===== src/rtl/x4_approx_mul_core_if.sv =====
// ----------------------------------------------------------------------------
// x4_approx_mul_core_if
//
// Operand/result bundle for the 4x4 approximate multiplier core.
//
// Signals:
//   in_valid    : a/b carry an operand pair this cycle
//   a, b        : 4-bit unsigned operands
//   out         : 8-bit registered (approximate) product
//   out_valid   : out holds a product produced from the previous cycle's input
//   approx_hit  : only with X4_APPROX_MUL_ERR_FLAG_EN; out differs from the
//                 exact product
//
// Modports:
//   master : producer of operands / consumer of results
//   slave  : the multiplier core
// ----------------------------------------------------------------------------
interface x4_approx_mul_core_if;
  logic       in_valid;
  logic [3:0] a;
  logic [3:0] b;
  logic [7:0] out;
  logic       out_valid;
`ifdef X4_APPROX_MUL_ERR_FLAG_EN
  logic       approx_hit;
`endif

  modport master (
    output in_valid,
    output a,
    output b,
`ifdef X4_APPROX_MUL_ERR_FLAG_EN
    input  approx_hit,
`endif
    input  out,
    input  out_valid
  );

  modport slave (
    input  in_valid,
    input  a,
    input  b,
`ifdef X4_APPROX_MUL_ERR_FLAG_EN
    output approx_hit,
`endif
    output out,
    output out_valid
  );
endinterface


===== src/rtl/x4_approx_mul_core.sv =====
// ----------------------------------------------------------------------------
// x4_approx_mul_core
//
// Registered 4x4 unsigned approximate multiplier built from four 2x2
// sub-multipliers. The first N4 sub-products (index order P0..P3) use the
// approximate 2x2 cell (3*3 = 7), the rest use the exact cell (3*3 = 9).
// Partial products are summed exactly at 8 bits, then registered once.
//
// Sub-products:
//   P0 = aL*bL (<<0), P1 = aH*bL (<<2), P2 = aL*bH (<<2), P3 = aH*bH (<<4)
//
// Parameters:
//   N4 : number of approximate sub-multipliers, 0..4 (larger values act as 4)
//
// Ports:
//   clk : rising-edge clock
//   rst : synchronous active-high reset (clears out, out_valid, approx_hit)
//   bus : x4_approx_mul_core_if.slave (in_valid, a, b -> out, out_valid,
//         approx_hit)
//
// Optional feature macro: X4_APPROX_MUL_ERR_FLAG_EN
//   Defined   : bus.approx_hit is produced, registered with out.
//   Undefined : no error-flag logic.
// ----------------------------------------------------------------------------
module x4_approx_mul_core #(
  parameter int N4 = 0
) (
  input logic                  clk,
  input logic                  rst,
  x4_approx_mul_core_if.slave  bus
);

  // Effective count of approximate cells; out-of-range values saturate.
  localparam int N4_EFF = (N4 > 4) ? 4 : ((N4 < 0) ? 0 : N4);

  // Exact 2x2 cell: 4-bit product, 3*3 = 9 (1001).
  function automatic logic [3:0] mul2_exact(input logic [1:0] x,
                                            input logic [1:0] y);
    logic [3:0] p;
    p[0] = x[0] & y[0];
    p[1] = (x[1] & y[0]) ^ (x[0] & y[1]);
    p[2] = x[1] & y[1] & ~(x[0] & y[0]);
    p[3] = x[1] & y[1] & x[0] & y[0];
    return p;
  endfunction

  // Approximate 2x2 cell: 3-bit product, identical except 3*3 = 7 (111).
  // Replacing the XOR with OR and dropping the carry term removes p[3].
  function automatic logic [2:0] mul2_approx(input logic [1:0] x,
                                             input logic [1:0] y);
    logic [2:0] p;
    p[0] = x[0] & y[0];
    p[1] = (x[1] & y[0]) | (x[0] & y[1]);
    p[2] = x[1] & y[1];
    return p;
  endfunction

  // Operand routing for the four sub-products, indexed as P0..P3.
  logic [1:0] op_x [4];
  logic [1:0] op_y [4];

  assign op_x[0] = bus.a[1:0];
  assign op_y[0] = bus.b[1:0];
  assign op_x[1] = bus.a[3:2];
  assign op_y[1] = bus.b[1:0];
  assign op_x[2] = bus.a[1:0];
  assign op_y[2] = bus.b[3:2];
  assign op_x[3] = bus.a[3:2];
  assign op_y[3] = bus.b[3:2];

  logic [3:0] pp [4];
`ifdef X4_APPROX_MUL_ERR_FLAG_EN
  logic [3:0] hit;
`endif

  for (genvar gi = 0; gi < 4; gi++) begin : g_sub
    if (gi < N4_EFF) begin : g_approx
      assign pp[gi] = {1'b0, mul2_approx(op_x[gi], op_y[gi])};
`ifdef X4_APPROX_MUL_ERR_FLAG_EN
      // The approximate cell is wrong only for the 3*3 operand pair.
      assign hit[gi] = (&op_x[gi]) & (&op_y[gi]);
`endif
    end else begin : g_exact
      assign pp[gi] = mul2_exact(op_x[gi], op_y[gi]);
`ifdef X4_APPROX_MUL_ERR_FLAG_EN
      assign hit[gi] = 1'b0;
`endif
    end
  end

  // Exact 8-bit summation; the largest possible sum (225) cannot overflow.
  logic [7:0] sum;
  assign sum = {4'b0000, pp[0]}
             + {2'b00, pp[1], 2'b00}
             + {2'b00, pp[2], 2'b00}
             + {pp[3], 4'b0000};

  logic [7:0] out_q;
  logic       out_valid_q;

  always_ff @(posedge clk) begin
    // NOTE: non-blocking assignments for every registered signal, so all
    // flops update together from values sampled before the edge.
    if (rst) begin
      out_q       <= 8'd0;
      out_valid_q <= 1'b0;
    end else begin
      out_valid_q <= bus.in_valid;
      if (bus.in_valid) begin
        out_q <= sum;
      end
    end
  end

  assign bus.out       = out_q;
  assign bus.out_valid = out_valid_q;

`ifdef X4_APPROX_MUL_ERR_FLAG_EN
  logic approx_hit_q;

  always_ff @(posedge clk) begin
    if (rst) begin
      approx_hit_q <= 1'b0;
    end else if (bus.in_valid) begin
      approx_hit_q <= |hit;
    end
  end

  assign bus.approx_hit = approx_hit_q;
`endif

endmodule


===== src/flat_wrapper.sv =====
// flat-port wrapper written by rule: the top's interface ports become plain ports
module x4_approx_mul_core_flat 
#(
  parameter int N4 = 0
)
  (clk, rst, bus_in_valid, bus_a, bus_b, bus_out, bus_out_valid);
  x4_approx_mul_core_if bus_i ();
  input logic clk;
  input logic rst;
  input wire logic [$bits(bus_i.in_valid)-1:0] bus_in_valid;
  input wire logic [$bits(bus_i.a)-1:0] bus_a;
  input wire logic [$bits(bus_i.b)-1:0] bus_b;
  output wire logic [$bits(bus_i.out)-1:0] bus_out;
  output wire logic [$bits(bus_i.out_valid)-1:0] bus_out_valid;
  assign bus_i.in_valid = bus_in_valid;
  assign bus_i.a = bus_a;
  assign bus_i.b = bus_b;
  assign bus_out = bus_i.out;
  assign bus_out_valid = bus_i.out_valid;
  x4_approx_mul_core #(.N4(N4)) u_core (.clk(clk), .rst(rst), .bus(bus_i));
endmodule

===== config.mk =====
export PLATFORM = sky130hd
export DESIGN_NAME = x4_approx_mul_core_flat
export DESIGN_NICKNAME = d
export VERILOG_FILES = /design/src/rtl/x4_approx_mul_core_if.sv /design/src/rtl/x4_approx_mul_core.sv /design/src/flat_wrapper.sv
export SDC_FILE = /design/constraint.sdc
export NUM_CORES = 1
export LEC_CHECK = 0
export CAP_MARGIN = 30
export CORE_MARGIN = 8
export CORE_UTILIZATION = 47
export DETAILED_ROUTE_END_ITERATION = 8
export GPL_ROUTABILITY_DRIVEN = 0
export PLACE_DENSITY = 0.78
export REMOVE_ABC_BUFFERS = 1
export SLEW_MARGIN = 40
export SYNTH_ARGS = -nofsm -noshare
export SYNTH_HDL_FRONTEND = slang
export SYNTH_SLANG_ARGS = --single-unit

===== constraint.sdc =====
create_clock -name clk -period 4.4 [get_ports clk]
set_clock_uncertainty 0.15 [all_clocks]
set_input_delay 1.32 -clock clk [delete_from_list [all_inputs] [get_ports clk]]
set_output_delay 1.32 -clock clk [all_outputs]
set_load 0.005 [all_outputs]

Yosys cells after proc, flatten, opt, wreduce, memory -nomap -nowiden
Cells that the tools add are included.
{"block": "totals", "ff_bits": 9, "inputBits": 11, "word_cells": 41}
{"block": "classes", "add_sub_neg": 3, "bitwise_logic": 36}
{"operator": "AND 1 bit", "count": 28}
{"operator": "adder 8 x 6 -> 8 bit", "count": 1}
{"operator": "adder 8 bit", "count": 1}
{"operator": "adder 4 x 6 -> 7 bit", "count": 1}
{"operator": "inverter 1 bit", "count": 4}
{"operator": "bitwise XOR 1 bit", "count": 4}

Depth between registers and ports, before layout
{"block": "logic_depth", "depth_word": 6, "ltp_mapped": 12}

Worst setup path before layout
No wires, ideal clock.
{"block": "synth_timing", "path_kind": "input to register", "start": "input port bus_a[2]", "end": "register u_core.out_q[7], in the netlist u_core.bus.out[7]", "setup_time_ps": 79, "arrival_ps": 3788, "slack_ps": 383, "cell_stages": 12, "path_buffers": 0, "cell_sequence": "nand2_1 -> inv_1 -> ha_1 -> fa_1 -> xnor2_1 -> fa_1 -> inv_1 -> fa_1 -> nand2b_1 -> a21oi_1 -> xnor2_1 -> a211oi_2"}
{"block": "synth_via", "elab_chain_len": 6}
{"element": "start: declaration", "line_no": "flat_wrapper.sv:11", "text": "input wire logic [$bits(bus_i.a)-1:0] bus_a;"}
{"element": "AND 1 bit", "line_no": "x4_approx_mul_core.sv:40, x4_approx_mul_core.sv:42"}
{"element": "inverter 1 bit", "line_no": "x4_approx_mul_core.sv:42", "text": "p[2] = x[1] & y[1] & ~(x[0] & y[0]);"}
{"element": "AND 1 bit", "line_no": "x4_approx_mul_core.sv:42"}
{"element": "adder 4 x 6 -> 7 bit", "line_no": "x4_approx_mul_core.sv:94", "text": "+ {2'b00, pp[1], 2'b00}"}
{"element": "adder 8 x 6 -> 8 bit", "line_no": "x4_approx_mul_core.sv:95", "text": "+ {2'b00, pp[2], 2'b00}"}
{"element": "adder 8 bit *", "line_no": "x4_approx_mul_core.sv:96", "text": "+ {pp[3], 4'b0000};"}
{"element": "end signal: assignment", "line_no": "x4_approx_mul_core.sv:110", "text": "out_q <= sum;"}
{"element": "end: declaration", "line_no": "x4_approx_mul_core.sv:98", "text": "logic [7:0] out_q;"}
Every way passes the cells marked *; elsewhere a longest branch is shown, timed or not.
A chain may end at the register's enable or synchronous reset.

Worst setup path in the final report
{"block": "layout_timing", "start": "input port bus_a[1]", "end": "register u_core.out_q[7], in the netlist u_core.bus.out[7]"}
{"block": "layout_via", "elab_chain_len": 6}
{"element": "AND 1 bit", "line_no": "x4_approx_mul_core.sv:42, x4_approx_mul_core.sv:43"}
{"element": "AND 1 bit (2 in series)", "line_no": "x4_approx_mul_core.sv:43", "text": "p[3] = x[1] & y[1] & x[0] & y[0];"}
{"element": "adder 4 x 6 -> 7 bit", "line_no": "x4_approx_mul_core.sv:94"}
{"element": "adder 8 x 6 -> 8 bit *", "line_no": "x4_approx_mul_core.sv:95"}
{"element": "adder 8 bit *", "line_no": "x4_approx_mul_core.sv:96"}
Marks and branches as above.

==> summary.txt <==
CELLS AND AREA
----------------------------------------------------------------------------------
Proportion of layout cells with a drive suffix above 1                      15.00%
Signed area change from the synthesized netlist to the final layout         43.22%
Number of filler instances in the final layout                                 120
Post-route core utilization                                                 71.01%
Count of nets after finishing                                                  145
Antenna cell count                                                               0
Final instance area                                                   0.001070 mm2

TIMING
----------------------------------------------------------------------------------
Fraction of the cycle the final worst path needs                            96.33%
Setup violators final                                                            0
Number of max-slew violations in the final report                                0
Rel. slew slack                                                             62.10%
Fmax                                                                     235.9 MHz
Number of hold-slack violations in the final timing report                       0
Final critical delay including setup and external delays                  4.239 ns
Worst slew pin tran                                                      0.5668 ns
Setup repair after global routing missed its margin                          false

CLOCKING
----------------------------------------------------------------------------------
Clock tree from TritonCTS                                                     done
Post-CTS Resized                                                                 0
Number of clock sinks seen by CTS                                                9
Number of buffers on the longest clock path                                      2
Post-cts hold buffer count                                                       0
Total CTS buffers                                                                3
Clock latency on the worst-skew pair                                       0.25 ns
Worst-path clk slew                                                        0.06 ns
CTS root buf                                                          sky130_fd_sc_hd__clkbuf_4
Post-CTS setup repair buffer count                                               0
H-tree depth reported by CTS                                                     1

WORST SETUP PATH
----------------------------------------------------------------------------------
Kind of critical path                                                 primary input to flip-flop
Worst EP arrival                                                           4.21 ns
Kind of launch point of the worst setup path                          primary input
Data required time at the worst endpoint                                   4.37 ns
Max Fanout on Critical Path                                                      2
Cell-by-cell trace of the critical path                               clkdlybuf4s50_1, nand2_1, a21oi_1, ha_1, fa_2, xnor2_2, fa_1, inv_1, fa_1, nand2b_1, a21oi_1, xnor2_1, a211oi_2
Type of destination of the critical path                                 flip-flop
Crit path max-delay family                                             adder cells
Critical Path Max Stage Delay                                              0.55 ns
Slowest stage cell on the critical path                               sky130_fd_sc_hd__fa_1
Buffer and inverter count on the worst path                                      2

GLOBAL ROUTE
----------------------------------------------------------------------------------
Vias in the first global route                                                 682
Global-route wire length before repair                                    2.870 mm
Initial antenna violation count                                                  0
Global Route Usage Sum                                                      10.93%
Largest net degree at the start of global routing                               16
Total gr overflow                                                                0

DRT
----------------------------------------------------------------------------------
DRT iter0 DRCs                                                                   4
Remaining antenna violation count                                                0
Via Count                                                                      702
Number of detailed-route iterations in the first pass                            2
Total routed wirelength                                                   1.667 mm
Post-DR wirelength/cell                                                   12.26 um
Number of design rule violations left after detail routing                       0
Post-DR vias/cell                                                            5.162

YOSYS
----------------------------------------------------------------------------------
FF+latch count, synth                                                            9
Synth top area share                                                        24.12%
Most instantiated library cell after synthesis                        sky130_fd_sc_hd__nand2_1
Yosys synthesis warning count                                                    0
Commonest cells post-synth                                            sky130_fd_sc_hd__nand2_1 (15), sky130_fd_sc_hd__nor2_1 (12), sky130_fd_sc_hd__dfxtp_1 (9), sky130_fd_sc_hd__ha_1 (9), sky130_fd_sc_hd__a21oi_1 (6)
Synthesized cell area                                                    747.0 um2
Sequential share of the synthesized area                                    24.12%
Leading area contributor after synthesis                              sky130_fd_sc_hd__dfxtp_1
Share of flip-flops with an asynchronous set or reset                           0%
Post-synthesis cell type count                                                  25
Average instance area after synthesis                                    8.393 um2
Number of enable-type register cells in the synthesized netlist                  0
Top cells by area, synth                                              sky130_fd_sc_hd__dfxtp_1 (24%), sky130_fd_sc_hd__ha_1 (15%), sky130_fd_sc_hd__fa_1 (11%)
Post-synth top flop                                                   sky130_fd_sc_hd__dfxtp_1
Number of instances in the synthesized netlist                                  89

WORST HOLD PATH
----------------------------------------------------------------------------------
Min-Delay Path Class                                                  flip-flop to flip-flop

RUN
----------------------------------------------------------------------------------
Maximum Capacitance Violations                                                   0

FLOORPLANNING
----------------------------------------------------------------------------------
Core area                                                             0.001506 mm2
Die width                                                                 55.87 um
I/O Pins                                                                        20
Die Area                                                              0.003121 mm2
Row cnt                                                                         14
Die H                                                                     55.87 um
Starting utilization of the core area                                       49.58%

PLACEMENT
----------------------------------------------------------------------------------
Placement Cell Area                                                   0.001023 mm2
Buffers added on ports                                                          19
Hpwl dp                                                                   1.375 mm

POWER AND IR DROP
----------------------------------------------------------------------------------
Worst supply voltage drop on vdd                                          199.2 uV
LEAKAGE                                                                  0.5196 nW
Total power divided by cell area                                      238.0 mW/mm2

STATUS
----------------------------------------------------------------------------------
Result of the run                                                        completed

## state kept, by name, summed over array words and instances, names as in the netlist
signal                cells
u_core.bus.out_valid      1
u_core.bus.out            8
## worst reg2reg max path: cells and delay by family, from the launching register on
| kind | cells | cell delay (ns) |
|---|---|---|
| AND/OR/NAND/NOR | 1 | 0.13 |
| flip-flops | 1 | 0.30 |
| AO/OA/AOI/OAI | 1 | 0.28 |
## final timing paths
path                                  startpoint  slack [ns]                             end  depth (start not counted)
setup / recovery                        bus_a[1]        0.16  u_core.bus.out[7]$_SDFFE_PP0P_                         13
hold / removal    u_core.bus.out[0]$_SDFFE_PP0P_        0.33  u_core.bus.out[0]$_SDFFE_PP0P_                          2
setup reg to reg  u_core.bus.out[6]$_SDFFE_PP0P_        3.43  u_core.bus.out[6]$_SDFFE_PP0P_                          2
hold reg to reg   u_core.bus.out[0]$_SDFFE_PP0P_        0.33  u_core.bus.out[0]$_SDFFE_PP0P_                          2
## metal layers
metal  vias up  global-route usage (%)  part of all wire [%]
li1        359                       -                     -
met1       332                   11.72                    42
met2        11                   19.23                    54
met3         0                   5.023                   4.7
met4         0                   2.062                     0
met5         -                       0                     0
## through the flow
| step | setup WS, ns | std cells | hold WS (ns) | total power [mW] | setup TNS, ns |
|---|---|---|---|---|---|
| after floorplan | 0.3825 | 87 | 0.3097 | 0.1433 | 0 |
| after global placement | -0.1794 | 132 | 0.3109 | 0.1909 | -0.3161 |
| after detailed placement | -0.2421 | 132 | 0.3195 | 0.1942 | -0.5119 |
| after CTS | 0.02248 | 136 | 0.3284 | 0.2585 | 0 |
| after global routing | 0.01807 | 136 | 0.3513 | 0.2766 | 0 |
| final | 0.1614 | 136 | 0.3260 | 0.2546 | 0 |
## power by group
group          internal [mW]  total, mW  leakage (nW)  switching [mW]
logic                 0.0557     0.0994         0.430          0.0437
clock network         0.0348     0.0621        0.0150          0.0272
registers             0.0894     0.0931        0.0743         0.00365
total                  0.180      0.255         0.520          0.0746
## cells by family (layout without fill, tap and decap cells)
kind of cell	after synthesis	after routing	share of synthesized area (%)
AND/OR/NAND/NOR	38	38	23.12
adder cells (fa/ha/maj)	13	13	25.80
AO/OA/AOI/OAI	11	11	9.883
flip-flops	9	9	24.12
XOR/XNOR	8	8	9.381
buffers and inverters	6	37	3.181
multiplexers	3	3	4.020
other	1	1	0.5020
## cells in the final DEF (no fill, tap or decap), types with 2 or more instances in the layout
cell type / count
sky130_fd_sc_hd__nor2_1: 12
sky130_fd_sc_hd__nand3_1: 2
sky130_fd_sc_hd__clkbuf_4: 3
sky130_fd_sc_hd__xor2_1: 3
sky130_fd_sc_hd__buf_4: 10
sky130_fd_sc_hd__dlymetal6s2s_1: 3
sky130_fd_sc_hd__ha_1: 9
sky130_fd_sc_hd__nand2_1: 14
sky130_fd_sc_hd__mux2i_1: 3
sky130_fd_sc_hd__and2_1: 2
sky130_fd_sc_hd__a211oi_1: 2
sky130_fd_sc_hd__a21oi_1: 6
sky130_fd_sc_hd__inv_1: 4
sky130_fd_sc_hd__nand2b_1: 2
sky130_fd_sc_hd__xnor2_1: 4
sky130_fd_sc_hd__fa_1: 3
sky130_fd_sc_hd__clkdlybuf4s50_1: 16
sky130_fd_sc_hd__dfxtp_1: 9
## area by class of cell
type,count,area (um2),area share [%]
clock buffer,4,26.28,2.456
sequential,9,180.2,16.84
inverter,4,15.01,1.404
multi-input combinational,74,555.5,51.93
timing repair buffer,29,272.8,25.50
tap,16,20.02,1.871
(Power assumes the default switching activity.)
